### config.mk
export PLATFORM = sky130hd
export DESIGN_NAME = alu_arbiter
export DESIGN_NICKNAME = d
export VERILOG_FILES = /design/src/rtl/alu_arbiter.sv
export SDC_FILE = /design/constraint.sdc
export NUM_CORES = 1
export LEC_CHECK = 0
export CORE_ASPECT_RATIO = 0.9
export CORE_MARGIN = 3
export CORE_UTILIZATION = 45
export DETAILED_ROUTE_END_ITERATION = 6
export PLACE_DENSITY_LB_ADDON = 0.3
export SYNTH_ARGS = -nofsm -noshare
export SYNTH_HDL_FRONTEND = slang
export SYNTH_SLANG_ARGS = --single-unit
### constraint.sdc
create_clock -name clk -period 4.94 [get_ports clk]
set_input_delay 0.988 -clock clk [delete_from_list [all_inputs] [get_ports clk]]
set_output_delay 0.988 -clock clk [all_outputs]
set_load 0.1 [all_outputs]
### src/rtl/alu_arbiter.sv
// alu_arbiter: two-requester scheduler around one combinational 8-bit alu.
// One operation is accepted at a time over a valid/ready request channel.
// It executes from registered operands and is returned on a single
// valid/ready response channel, tagged with the requester ID.
// Build option: define ALU_ARB_FIXED_PRI_EN for fixed priority, where
// requester 0 always wins. Without it, arbitration is round-robin.

module alu (
  input  logic [7:0] op1_i,
  input  logic [7:0] op2_i,
  input  logic [2:0] operator_i,
  output logic [7:0] res_o,
  output logic       s_o,
  output logic       c_o,
  output logic       z_o,
  output logic       ov_o
);

  logic [8:0] wide;

  // Operator decode with carry/borrow and signed-overflow generation
  always_comb begin
    wide  = '0;
    res_o = '0;
    c_o   = 1'b0;
    ov_o  = 1'b0;
    unique case (operator_i)
      3'b000: begin
        wide  = {1'b0, op1_i} + {1'b0, op2_i};
        res_o = wide[7:0];
        c_o   = wide[8];
        ov_o  = (op1_i[7] == op2_i[7]) && (res_o[7] != op1_i[7]);
      end
      3'b001: begin
        wide  = {1'b0, op1_i} - {1'b0, op2_i};
        res_o = wide[7:0];
        c_o   = ~wide[8];
        ov_o  = (op1_i[7] != op2_i[7]) && (res_o[7] != op1_i[7]);
      end
      3'b010: res_o = op1_i & op2_i;
      3'b011: res_o = op1_i | op2_i;
      3'b100: res_o = op1_i ^ op2_i;
      3'b101: res_o = ~op1_i;
      3'b110: res_o = {op1_i[6:0], 1'b0};
      3'b111: res_o = {1'b0, op1_i[7:1]};
      default: res_o = '0;
    endcase
    s_o = res_o[7];
    z_o = (res_o == 8'h00);
  end

endmodule

module alu_arbiter (
  input  logic       clk,
  input  logic       rst_n,
  input  logic       req0_valid,
  output logic       req0_ready,
  input  logic [7:0] req0_op1,
  input  logic [7:0] req0_op2,
  input  logic [2:0] req0_operator,
  input  logic       req1_valid,
  output logic       req1_ready,
  input  logic [7:0] req1_op1,
  input  logic [7:0] req1_op2,
  input  logic [2:0] req1_operator,
  output logic       rsp_valid,
  input  logic       rsp_ready,
  output logic       rsp_id,
  output logic [7:0] rsp_res,
  output logic       rsp_s,
  output logic       rsp_c,
  output logic       rsp_z,
  output logic       rsp_ov,
  output logic       busy
);

  typedef enum logic [1:0] {
    IDLE = 2'd0,
    EXEC = 2'd1,
    RESP = 2'd2
  } state_e;

  state_e     state_q, state_d;

  logic       grant0, grant1, accept;

  logic [7:0] op1_q, op1_d;
  logic [7:0] op2_q, op2_d;
  logic [2:0] opr_q, opr_d;
  logic       id_q, id_d;

  logic [7:0] res_q, res_d;
  logic       s_q, s_d;
  logic       c_q, c_d;
  logic       z_q, z_d;
  logic       ov_q, ov_d;
  logic       rid_q, rid_d;

  logic [7:0] alu_res;
  logic       alu_s, alu_c, alu_z, alu_ov;

`ifndef ALU_ARB_FIXED_PRI_EN
  logic       last_q, last_d;
`endif

  // Request arbitration: grants only in IDLE, never dependent on rsp_ready
  always_comb begin
    grant0 = 1'b0;
    grant1 = 1'b0;
    if (state_q == IDLE) begin
`ifdef ALU_ARB_FIXED_PRI_EN
      grant0 = req0_valid;
      grant1 = req1_valid & ~req0_valid;
`else
      grant0 = req0_valid & (~req1_valid |  last_q);
      grant1 = req1_valid & (~req0_valid | ~last_q);
`endif
    end
  end

  assign accept     = grant0 | grant1;
  assign req0_ready = grant0;
  assign req1_ready = grant1;

  // Next-state logic for the IDLE -> EXEC -> RESP sequence
  always_comb begin
    state_d = state_q;
    unique case (state_q)
      IDLE:    if (accept)    state_d = EXEC;
      EXEC:                   state_d = RESP;
      RESP:    if (rsp_ready) state_d = IDLE;
      default:                state_d = IDLE;
    endcase
  end

  // State register
  always_ff @(posedge clk or negedge rst_n) begin
    if (!rst_n) begin
      state_q <= IDLE;
    end else begin
      state_q <= state_d;
    end
  end

  // Operand capture from the winning requester on acceptance
  always_comb begin
    op1_d = op1_q;
    op2_d = op2_q;
    opr_d = opr_q;
    id_d  = id_q;
    if (grant0) begin
      op1_d = req0_op1;
      op2_d = req0_op2;
      opr_d = req0_operator;
      id_d  = 1'b0;
    end else if (grant1) begin
      op1_d = req1_op1;
      op2_d = req1_op2;
      opr_d = req1_operator;
      id_d  = 1'b1;
    end
  end

  // Operand registers
  always_ff @(posedge clk or negedge rst_n) begin
    if (!rst_n) begin
      op1_q <= '0;
      op2_q <= '0;
      opr_q <= '0;
      id_q  <= 1'b0;
    end else begin
      op1_q <= op1_d;
      op2_q <= op2_d;
      opr_q <= opr_d;
      id_q  <= id_d;
    end
  end

`ifndef ALU_ARB_FIXED_PRI_EN
  // Round-robin pointer follows the most recent grant
  always_comb begin
    last_d = last_q;
    if (grant0) begin
      last_d = 1'b0;
    end else if (grant1) begin
      last_d = 1'b1;
    end
  end

  // Pointer register; resets to 1 so requester 0 wins first contention
  always_ff @(posedge clk or negedge rst_n) begin
    if (!rst_n) begin
      last_q <= 1'b1;
    end else begin
      last_q <= last_d;
    end
  end
`endif

  alu u_alu (
    .op1_i      (op1_q),
    .op2_i      (op2_q),
    .operator_i (opr_q),
    .res_o      (alu_res),
    .s_o        (alu_s),
    .c_o        (alu_c),
    .z_o        (alu_z),
    .ov_o       (alu_ov)
  );

  // Response capture at the end of EXEC; held unchanged through RESP
  always_comb begin
    res_d = res_q;
    s_d   = s_q;
    c_d   = c_q;
    z_d   = z_q;
    ov_d  = ov_q;
    rid_d = rid_q;
    if (state_q == EXEC) begin
      res_d = alu_res;
      s_d   = alu_s;
      c_d   = alu_c;
      z_d   = alu_z;
      ov_d  = alu_ov;
      rid_d = id_q;
    end
  end

  // Response registers
  always_ff @(posedge clk or negedge rst_n) begin
    if (!rst_n) begin
      res_q <= '0;
      s_q   <= 1'b0;
      c_q   <= 1'b0;
      z_q   <= 1'b0;
      ov_q  <= 1'b0;
      rid_q <= 1'b0;
    end else begin
      res_q <= res_d;
      s_q   <= s_d;
      c_q   <= c_d;
      z_q   <= z_d;
      ov_q  <= ov_d;
      rid_q <= rid_d;
    end
  end

  assign rsp_valid = (state_q == RESP);
  assign busy      = (state_q != IDLE);
  assign rsp_id    = rid_q;
  assign rsp_res   = res_q;
  assign rsp_s     = s_q;
  assign rsp_c     = c_q;
  assign rsp_z     = z_q;
  assign rsp_ov    = ov_q;

endmodule

# Yosys cells after proc, flatten, opt, wreduce, memory -nomap -nowiden
# Cells that the tools add are included.
# word_totals
reg_bits	36
output_inout_bits	17
word_cells	66
# classes
add_sub_neg	2
n_eq_ne	15
mux	16
bitwise	13
reduce_logical	8
# op_table
operator	n
one-hot mux 8 bit (8 select lines)	1
2-to-1 mux 8 bit	4
== test 3 bit, second input constant	4
adder 8 x 8 -> 9 bit	1
subtractor 8 x 8 -> 9 bit	1
AND 8 bit	1
zero test 8 bit	1
NOT 8 bit	1
bitwise OR 8 bit	1
XOR 8 bit	1
== test 3 x 2 -> 1 bit, second input constant	2
2-to-1 mux 3 bit	2
one-hot mux 2 bit (3 select lines)	1
2-to-1 mux 1 bit	4
2-to-1 mux 2 bit	2
NOT 1 bit	4
one-hot mux 1 bit (2 select lines)	2
nonzero test 2 bit	2
== test 3 x 1 -> 1 bit, second input constant	1
zero test 3 bit	1
inequality test 1 bit	3
bitwise OR 1 bit	3
AND 1 bit	2
== test 2 x 1 -> 1 bit, second input constant	1
other kinds (7)	8

# Logic depth before layout (Yosys ltp)
# Gate-level depths: netlist (run 1).
# logic_depth
depth_word	7
depth_mapped	9
ltp_nobuf	9

# Modules after synthesis
# From an unflattened synthesis (run 1), not the netlist that was laid out.
# unflattened
hier_cells	366
hier_area_um2	3220.6
# modules_own_cells
mod	instances	cells_per_inst	area_each_um2	seq_area_each_um2
alu_arbiter	1	154	1711.6	902.1
alu	1	212	1508.9	0.0

# Worst setup path after synthesis (run 1)
# No wires, ideal clock.
# synth_path
kind	input port to output port
start	in req0_valid
end	out req1_ready
arrival_time_ps	2263
required_time_ps	3952
path_slack_ps	1689
stages	4
n_path_buf	1
cell_sequence	nand2_1 -> nand3_1 -> inv_1 -> clkbuf_1
# synth_between
elab_chain_cells	4
# synth_rtl
element	line_no	rtl
from (decl)	57	input logic req0_valid,
NOT 1 bit	117	grant1 = req1_valid & (~req0_valid | ~last_q);
bitwise OR 1 bit	117	
AND 1 bit	117	
2-to-1 mux 1 bit	111	if (state_q == IDLE) begin
to (decl)	63	output logic req1_ready,
# No other way between the ends.

# Worst setup path after layout (run 1)
# Same ends and word-level chain as after synthesis.

==> reports/metrics.csv, run 1 <==
stage,metric,value,unit
worst_setup_path,worstReg2RegStart,opr_q[0]$_DFFE_PN0P_,
worst_setup_path,cp_slowest_cell,inv_1,
timing,tns,0,ns
final_layout,drive_gt1_share,7.30,%
clocking,cts_resized,0,
clocking,cts-hold-fix-buffers,0,
global_route,grt_pass1_wl,12.1,mm
synth,syn_nets,433,
synth,yosys.area_share.simple,20.4,%
final_layout,multi_input_area,1820,um^2
worst_setup_path,critPathCaptureType,primary output,
synth,syn_area,2970,um^2
detailed_routing,num_vias,2800,
final_layout,regArea,877,um^2
detailed_routing,ant_nets,0,
run,cap_violations,0,
timing,min_period,4.09,ns
timing,fmax,0.245,GHz
final_layout,fin_nets,479,
synth,synthTopCellsByArea,"dfrtp_1 (29%), ha_1 (10%), nand2_1 (7.2%)",
detailed_routing,wl_per_cell,14.9,um
worst_setup_path,required,3.95,ns
timing,hold_viol,0,
clocking,path_clk_slew,0.08,ns
worst_hold_path,holdPathEnd,rsp_id$_DFFE_PN0N_,
clocking,cts_num_sinks,35,
clocking,clock_path_buffers,2,
synth,ys.flop_type,dfrtp_1,
die,dieHeight,83.0,um
synth,yosysTopAreaCellShare,28.7,%
die,rows,27,
global_route,grtUsageMet3,4.53,%
global_route,grt.busiest_layer,met2,
timing,rsz0062_at_grt,no,
worst_setup_path,ff2ff_setup_slack,2.18,ns
worst_hold_path,min_path_cells,2,
clocking,insertion_delay,0.29,ns
synth,synth_edf_count,0,
worst_setup_path,critPathTopFamily,buffers and inverters,
die,pin_count,60,
final_layout,diodes,0,
global_route,grt_max_degree,42,
worst_setup_path,crit_type,in2out,
synth,synth_largest_area_cell,dfrtp_1,
worst_hold_path,min_path_type,reg2reg,
worst_setup_path,worstPathArrival,3.10,ns
detailed_routing,drt_wl_total,7.42,mm
worst_setup_path,cp_max_fo,22,
synth,async_flop_share,100,%
worst_setup_path,cpPeakStageDelay,0.70,ns
synth,synth_top_family_by_area,compound AO/OA/AOI/OAI gates,
timing,final.period_utilization,82.7,%
worst_setup_path,setup.worst_path.start,req0_valid,
timing,fin_skew,0.0104,ns
worst_setup_path,reg2reg_depth,6,
clocking,postCtsSetupBuffers,0,
clocking,cts_inserted_buffers,5,
synth,synth_compound_area_share,24.5,%
synth,synthCells,364,
status,status,"complete, no violations",
final_layout,area_delta_synth_final,22.6,%
worst_setup_path,crit_path_start_kind,primary input,
die,dieArea,7600,um^2
synth,avgSynthCellArea,8.15,um^2
global_route,grt_overflow_total,0,
detailed_routing,firstDrtPassIters,5,
detailed_routing,vias_per_cell,5.62,
clocking,cts_root_buf,clkbuf_8,
worst_setup_path,critical_path_buf_inv_count,3,
placed_design,gp_congestion,0.936,
detailed_routing,drc_errors,0,
detailed_routing,drtIter0Drc,174,
global_route,antenna_found_initial,0,
clocking,h-tree-depth,2,
global_route,track_usage,19.6,%
final_layout,final_cell_mix,"nand2_1 (57), clkdlybuf4s50_1 (57), nor2_1 (36), dfrtp_1 (34), inv_1 (31)",
timing,max-slew-margin-rel,31.3,%
global_route,grt_pass1_vias,2539,
placed_design,dp_hpwl,5.73,mm
synth,ys_seq_elements,35,
global_route,met1_usage,27.7,%
global_route,met2_usage,29.5,%
timing,setup_viol,0,
timing,hold_slack,0.481,ns
synth,synthMuxAreaShare,3.71,%
synth,synth.distinct_cells,65,
worst_hold_path,hp-start,rsp_id$_DFFE_PN0N_,
clocking,cts_tree,yes,
worst_setup_path,r2r_end,rsp_z$_DFFE_PN0N_,
timing,slew_viol_final,0,
placed_design,portBuffers,59,
die,dieWidth,91.6,um
synth,synthXorXnorAreaFrac,1.18,%
die,start_util,47.5,%
final_layout,nFillCells,579,
synth,yosysWarnings,0,
timing,worstMarginPinSlew,1.03,ns
synth,synthAdderAreaFrac,11.5,%
die,core,6250,um^2
worst_setup_path,cp_cell_sequence,clkdlybuf4s50_1 -> nand2_1 -> nand3_1 -> inv_1 -> buf_4,
synth,yosysSeqAreaShare,29.6,%
registers in the layout, indices dropped and copies added (netlist names):
signal,count
last_q,1
rsp_c,1
op1_q,8
rsp_z,1
rsp_ov,1
state_q,2
rsp_id,1
op2_q,8
rsp_res,8
opr_q,3
id_q,1
how the worst max path moves through the flow:
stage          cells after the start  slack (ns)         end
6_report                           5        0.85  req1_ready
5_1_grt                            5        0.67  req1_ready
4_1_cts                            5        0.84  req1_ready
3_5_place_dp                       5        0.84  req1_ready
3_3_place_gp                       5        0.89  req1_ready
2_1_floorplan                      4        1.69  req1_ready
layer usage:
| metal | wire (um) | vias to the layer above | share of wire (%) |
|---|---|---|---|
| li1 | - | 1372 | - |
| met1 | 3490 | 1300 | 47 |
| met2 | 3220 | 116 | 43 |
| met3 | 544 | 12 | 7.3 |
| met4 | 162 | 0 | 2.2 |
| met5 | 0 | - | 0 |
cell families (layout without fill, tap and decap cells):
logic type	count (synthesis)	after routing
AOI/OAI and AO/OA	103	103
and+or+nand+nor	134	134
buffers and inverters	54	101
muxes	8	8
xor gates and xnor gates	4	4
DFF	35	35
adders and majority gates	26	26
synthesized netlist by cell type (2+ instances only):
library cell / count
nand2_1: 57
nor2_1: 36
dfrtp_1: 34
inv_1: 31
ha_1: 24
a31oi_1: 21
a21oi_1: 18
o21ai_0: 15
clkbuf_1: 10
nand2b_1: 9
nor2b_1: 7
nand3_1: 6
a211o_1: 5
nor3_1: 5
mux2_2: 4
o21a_1: 4
o221ai_1: 4
buf_4: 3
buf_6: 3
clkbuf_8: 3
nor3b_1: 3
o2111ai_1: 3
o21bai_1: 3
xnor2_1: 3
a211oi_1: 2
a21boi_0: 2
a221o_2: 2
a32oi_1: 2
and2_1: 2
buf_2: 2
fa_1: 2
mux2i_1: 2
mux4_2: 2
nand3b_1: 2
o22ai_1: 2
o31ai_1: 2
per-stage QoR:
stage	setup slack, ns	instances	cell area, um^2	util [%]
2_1_floorplan	1.69	364	2970	-
3_3_place_gp	0.887	490	3530	56.4
3_5_place_dp	0.844	490	3530	56.4
4_1_cts	0.837	498	3640	58.2
5_1_grt	0.666	498	3640	58.2
6_report	0.854	498	3640	58.2
area by class of cell:
| class | count | share of cell area (%) |
|---|---|---|
| Clock buffer | 5 | 1.89 |
| Clock inverter | 3 | 1.20 |
| Inverter | 32 | 3.30 |
| Multi-Input combinational cell | 275 | 50.0 |
| Sequential cell | 35 | 24.1 |
| Tap cell | 87 | 2.99 |
| Timing Repair Buffer | 61 | 16.5 |
worst reg2reg max path, stage by stage (launching register included):
cell and delay [ns]:
dfrtp_1 1.02, mux2_2 0.43, a21oi_1 0.16, o221ai_1 0.18, o32ai_1 0.50, nand4_1 0.17
o41ai_2 0.21
Power of run 1 is left out: the tool's default activity adds up to more than one toggle a clock period on the data nets, which glitch-free logic cannot reach.
==> inputs of run 2 (changes only) <==
==> constraint.sdc (replaced) <==
create_clock -name clk -period 4.1 [get_ports clk]
set_input_delay 0.82 -clock clk [delete_from_list [all_inputs] [get_ports clk]]
set_output_delay 0.82 -clock clk [all_outputs]
set_load 0.1 [all_outputs]
==> run 2 against run 1 <==
  * Design area barely moved
  * Global-route usage grew 0.48 points
  * Critical path depth unchanged
  * Register-to-register slack lost 0.80 ns
  * Count of clock-buffer cells in the layout is 2 higher
  * Sequential share of layout area about the same
  * Core utilization about the same
  * Worst hold slack hardly changed
  * Routed wire length rose by 2.3%
  * Final cell count rose by 0.20%
  * Die area is the same
  * Via count fell by 0.82%
  * Critical endpoint unchanged
  * Largest cell class unchanged
==> reports/metrics.csv, run 2 (synthesis gave the netlist of run 1 again) <==
stage,metric,value,unit
clocking,cts-hold-fix-buffers,0,
final_layout,fin_nets,480,
detailed_routing,vias_per_cell,5.57,
detailed_routing,drtIter0Drc,181,
worst_setup_path,r2r_end,rsp_z$_DFFE_PN0N_,
worst_hold_path,min_path_type,reg2reg,
worst_setup_path,reg2reg_depth,6,
die,pin_count,60,
global_route,track_usage,20.1,%
worst_setup_path,cp_max_fo,21,
worst_setup_path,ff2ff_setup_slack,1.38,ns
timing,hold_viol,0,
timing,tns,0,ns
global_route,grt_pass1_wl,12.6,mm
worst_setup_path,setup.worst_path.start,req0_valid,
timing,rsz0062_at_grt,no,
timing,fmax,0.311,GHz
placed_design,portBuffers,59,
die,dieArea,7600,um^2
final_layout,area_delta_synth_final,22.7,%
clocking,cts_root_buf,clkbuf_8,
final_layout,diodes,0,
timing,final.period_utilization,78.4,%
die,dieWidth,91.6,um
die,start_util,47.5,%
die,core,6250,um^2
clocking,path_clk_slew,0.07,ns
clocking,cts_tree,yes,
detailed_routing,firstDrtPassIters,5,
timing,setup_viol,0,
timing,min_period,3.21,ns
final_layout,final_cell_mix,"nand2_1 (57), clkdlybuf4s50_1 (57), nor2_1 (36), dfrtp_1 (34), inv_1 (31)",
worst_hold_path,holdPathEnd,rsp_res[2]$_DFFE_PN0N_,
clocking,insertion_delay,0.28,ns
detailed_routing,num_vias,2777,
worst_setup_path,crit_path_start_kind,primary input,
worst_setup_path,crit_type,in2out,
clocking,cts_inserted_buffers,5,
clocking,clock_path_buffers,2,
clocking,postCtsSetupBuffers,0,
placed_design,dp_hpwl,5.87,mm
die,dieHeight,83.0,um
worst_setup_path,critPathCaptureType,primary output,
die,rows,27,
worst_setup_path,required,3.28,ns
detailed_routing,wl_per_cell,15.2,um
final_layout,nFillCells,583,
timing,worstMarginPinSlew,1.07,ns
placed_design,gp_congestion,0.918,
timing,fin_skew,0.00993,ns
detailed_routing,drc_errors,0,
global_route,grt_max_degree,42,
worst_setup_path,worstReg2RegStart,opr_q[0]$_DFFE_PN0P_,
detailed_routing,ant_nets,0,
status,status,"complete, no violations",
run,cap_violations,0,
worst_hold_path,min_path_cells,2,
detailed_routing,drt_wl_total,7.59,mm
global_route,antenna_found_initial,0,
global_route,grt_pass1_vias,2634,
timing,slew_viol_final,0,
worst_hold_path,hp-start,rsp_res[2]$_DFFE_PN0N_,
worst_setup_path,worstPathArrival,2.39,ns
final_layout,drive_gt1_share,7.04,%
clocking,h-tree-depth,2,
global_route,grt_overflow_total,0,
clocking,cts_num_sinks,35,
clocking,cts_resized,0,
timing,max-slew-margin-rel,28.5,%
run 2: cell count changes in the layout (fill, tap and decap cells not counted):
| cell | delta |
|---|---|
| clkbuf_1 | +2 |
| clkinv_4 | -1 |
| bufinv_16 | -1 |
| buf_4 | -1 |
| buf_12 | +2 |
run 2: critical path, cell delays in order:
cell	delay, ns
clkdlybuf4s50_1	0.41
nand2_1	0.07
nand3_1	0.54
inv_1	0.33
buf_12	0.21
run 2: through the flow:
stage | area (um^2) | utilization, % | hold WS (ns) | setup WS, ns | cells
detailed placement | 3560 | 56.9 | 0.471 | 0.905 | 491
CTS | 3640 | 58.2 | 0.488 | 0.903 | 499
global placement | 3560 | 56.9 | 0.462 | 0.907 | 491
global route | 3640 | 58.2 | 0.511 | 0.754 | 499
floorplan | 2970 | - | 0.439 | 1.19 | 364
finish | 3640 | 58.2 | 0.482 | 0.885 | 499
run 2: final cells by class:
type                       count  area [um^2]  share of cell area, %
multi-input combinational    275         1820                   50.0
sequential                    35          877                   24.1
timing repair buffer          62          633                   17.4
inverter                      32          120                   3.30
tap                           87          109                   2.99
clock buffer                   7         76.3                   2.10
clock inverter                 1         5.00                  0.138
run 2: per-layer routing:
| metal | up-vias | routed length, um | GRT usage, % |
|---|---|---|---|
| met2 | 99 | 3450 | 31.2 |
| met4 | 0 | 89 | 4.79 |
| met1 | 1302 | 3590 | 29.0 |
| li1 | 1370 | - | - |
| met3 | 6 | 457 | 3.35 |
| met5 | - | 0 | 0 |
run 2: worst max-delay path by stage:
stage / endpoint / depth (start not counted)
final: req1_ready / 5
after global routing: req1_ready / 5
after CTS: req1_ready / 5
after detailed placement: req1_ready / 5
after global placement: req1_ready / 5
after floorplan: req1_ready / 4
Power of run 2 is left out for the same reason.
==> inputs of run 3 (changes only) <==
==> constraint.sdc (replaced) <==
create_clock -name clk -period 2.79 [get_ports clk]
set_input_delay 0.558 -clock clk [delete_from_list [all_inputs] [get_ports clk]]
set_output_delay 0.558 -clock clk [all_outputs]
set_load 0.1 [all_outputs]
==> run 3 against run 2 <==
  * Core utilization up 0.70 points
  * Register-to-register slack worse by 1.1 ns
  * Via count up 1.8%
  * Count of clock-buffer cells in the layout down 1
  * Non-clock buffer count up 6
  * Critical endpoint is now rsp_z$_DFFE_PN0N_
==> reports/metrics.csv, run 3 (synthesis gave the netlist of run 1 again) <==
stage,metric,value,unit
status,status,"complete, no violations",
final_layout,nFillCells,576,
detailed_routing,drc_errors,0,
timing,rsz0062_at_grt,no,
clocking,cts_num_sinks,35,
detailed_routing,num_vias,2828,
final_layout,diodes,0,
timing,setup_viol,0,
final_layout,fin_nets,486,
clocking,path_clk_slew,0.08,ns
timing,hold_viol,0,
clocking,cts_inserted_buffers,5,
final_layout,drive_gt1_share,12.4,%
placed_design,dp_hpwl,6.18,mm
die,rows,27,
die,dieArea,7600,um^2
placed_design,gp_congestion,0.961,
die,start_util,47.5,%
clocking,clock_path_buffers,2,
detailed_routing,ant_nets,0,
placed_design,portBuffers,59,
worst_setup_path,crit_type,reg2reg,
timing,fin_skew,0.0162,ns
run,cap_violations,0,
final_layout,regArea,877,um^2
global_route,track_usage,21.4,%
global_route,grt_max_degree,41,
worst_hold_path,hp-start,id_q$_DFFE_PN0P_,
timing,final.period_utilization,90.8,%
worst_hold_path,min_path_type,reg2reg,
timing,max-slew-margin-rel,54.3,%
worst_setup_path,worstPathArrival,2.71,ns
final_layout,final_cell_mix,"nand2_1 (57), clkdlybuf4s50_1 (42), nor2_1 (36), dfrtp_1 (34), inv_1 (31)",
clocking,h-tree-depth,2,
final_layout,multi_input_area,1830,um^2
worst_setup_path,worstReg2RegStart,op1_q[0]$_DFFE_PN0P_,
timing,fmax,0.395,GHz
die,pin_count,60,
global_route,grt_pass1_vias,2764,
worst_setup_path,required,2.97,ns
global_route,grt_overflow_total,0,
timing,worstMarginPinSlew,0.680,ns
detailed_routing,drtIter0Drc,255,
worst_setup_path,cp_max_fo,5,
detailed_routing,drt_wl_total,7.84,mm
worst_setup_path,crit_path_start_kind,flop,
worst_setup_path,setup.worst_path.start,op1_q[0]$_DFFE_PN0P_,
die,dieWidth,91.6,um
final_layout,mostFrequentLayoutCell,nand2_1,
detailed_routing,firstDrtPassIters,5,
clocking,cts_tree,yes,
timing,tns,0,ns
clocking,cts-hold-fix-buffers,0,
worst_setup_path,critPathCaptureType,flop,
timing,slew_viol_final,0,
global_route,grt_pass1_wl,13.3,mm
clocking,cts_root_buf,clkbuf_8,
detailed_routing,vias_per_cell,5.60,
final_layout,area_delta_synth_final,24.2,%
global_route,antenna_found_initial,0,
die,dieHeight,83.0,um
timing,min_period,2.53,ns
clocking,insertion_delay,0.29,ns
die,core,6250,um^2
detailed_routing,wl_per_cell,15.5,um
## run 3: final cells by class
cell class,count,share of cell area [%]
Tap cell,87,2.96
Inverter,32,3.26
Sequential cell,35,23.8
Multi-Input combinational cell,275,49.6
Clock buffer,6,1.97
Clock inverter,2,1.02
Timing Repair Buffer,68,17.4
## run 3: layer usage
| metal | GRT usage, % | up-vias | part of all wire, % |
|---|---|---|---|
| met5 | 0 | - | 0 |
| met4 | 6.85 | 0 | 2.4 |
| met3 | 3.62 | 16 | 7.7 |
| met2 | 32.9 | 118 | 44 |
| met1 | 30.4 | 1317 | 46 |
| li1 | - | 1377 | - |
## run 3: final timing paths
path	to	slack (ns)	cells past startpoint
setup / recovery	rsp_z$_DFFE_PN0N_	0.26	9
hold / removal	rsp_id$_DFFE_PN0N_	0.47	2
setup reg to reg	rsp_z$_DFFE_PN0N_	0.26	9
hold reg to reg	rsp_id$_DFFE_PN0N_	0.47	2
max in group asynchronous	last_q$_DFFE_PN1P_	1.80	2
min in group asynchronous	rsp_id$_DFFE_PN0N_	0.67	2
## run 3: per-stage QoR
stage          util, %  cells  hold WS (ns)  instance area [um^2]  worst slack, ns
5_1_grt           58.9    505         0.510                  3680           0.0970
2_1_floorplan        -    364         0.262                  2970            0.399
3_3_place_gp      57.1    497         0.456                  3570            0.308
4_1_cts           58.8    505         0.478                  3680            0.180
3_5_place_dp      57.1    497         0.459                  3570            0.225
6_report          58.9    505         0.473                  3680            0.257
## run 3: worst max-delay path, stage by stage, from the launching register on
cell     delay [ns]
dfrtp_1        0.48
inv_1          0.10
ha_1           0.24
fa_1           0.43
nor3_1         0.17
a211o_1        0.17
a221o_1        0.23
a32o_1         0.20
o21ai_2        0.08
o41ai_2        0.33
## run 3: what timing repair did
item | 4_1_cts | 5_1_grt
gates resized for setup | 0 | 1
setup endpoints to repair | 0 | 1
buffers inserted | 0 | 0
Power of run 3 is left out for the same reason.
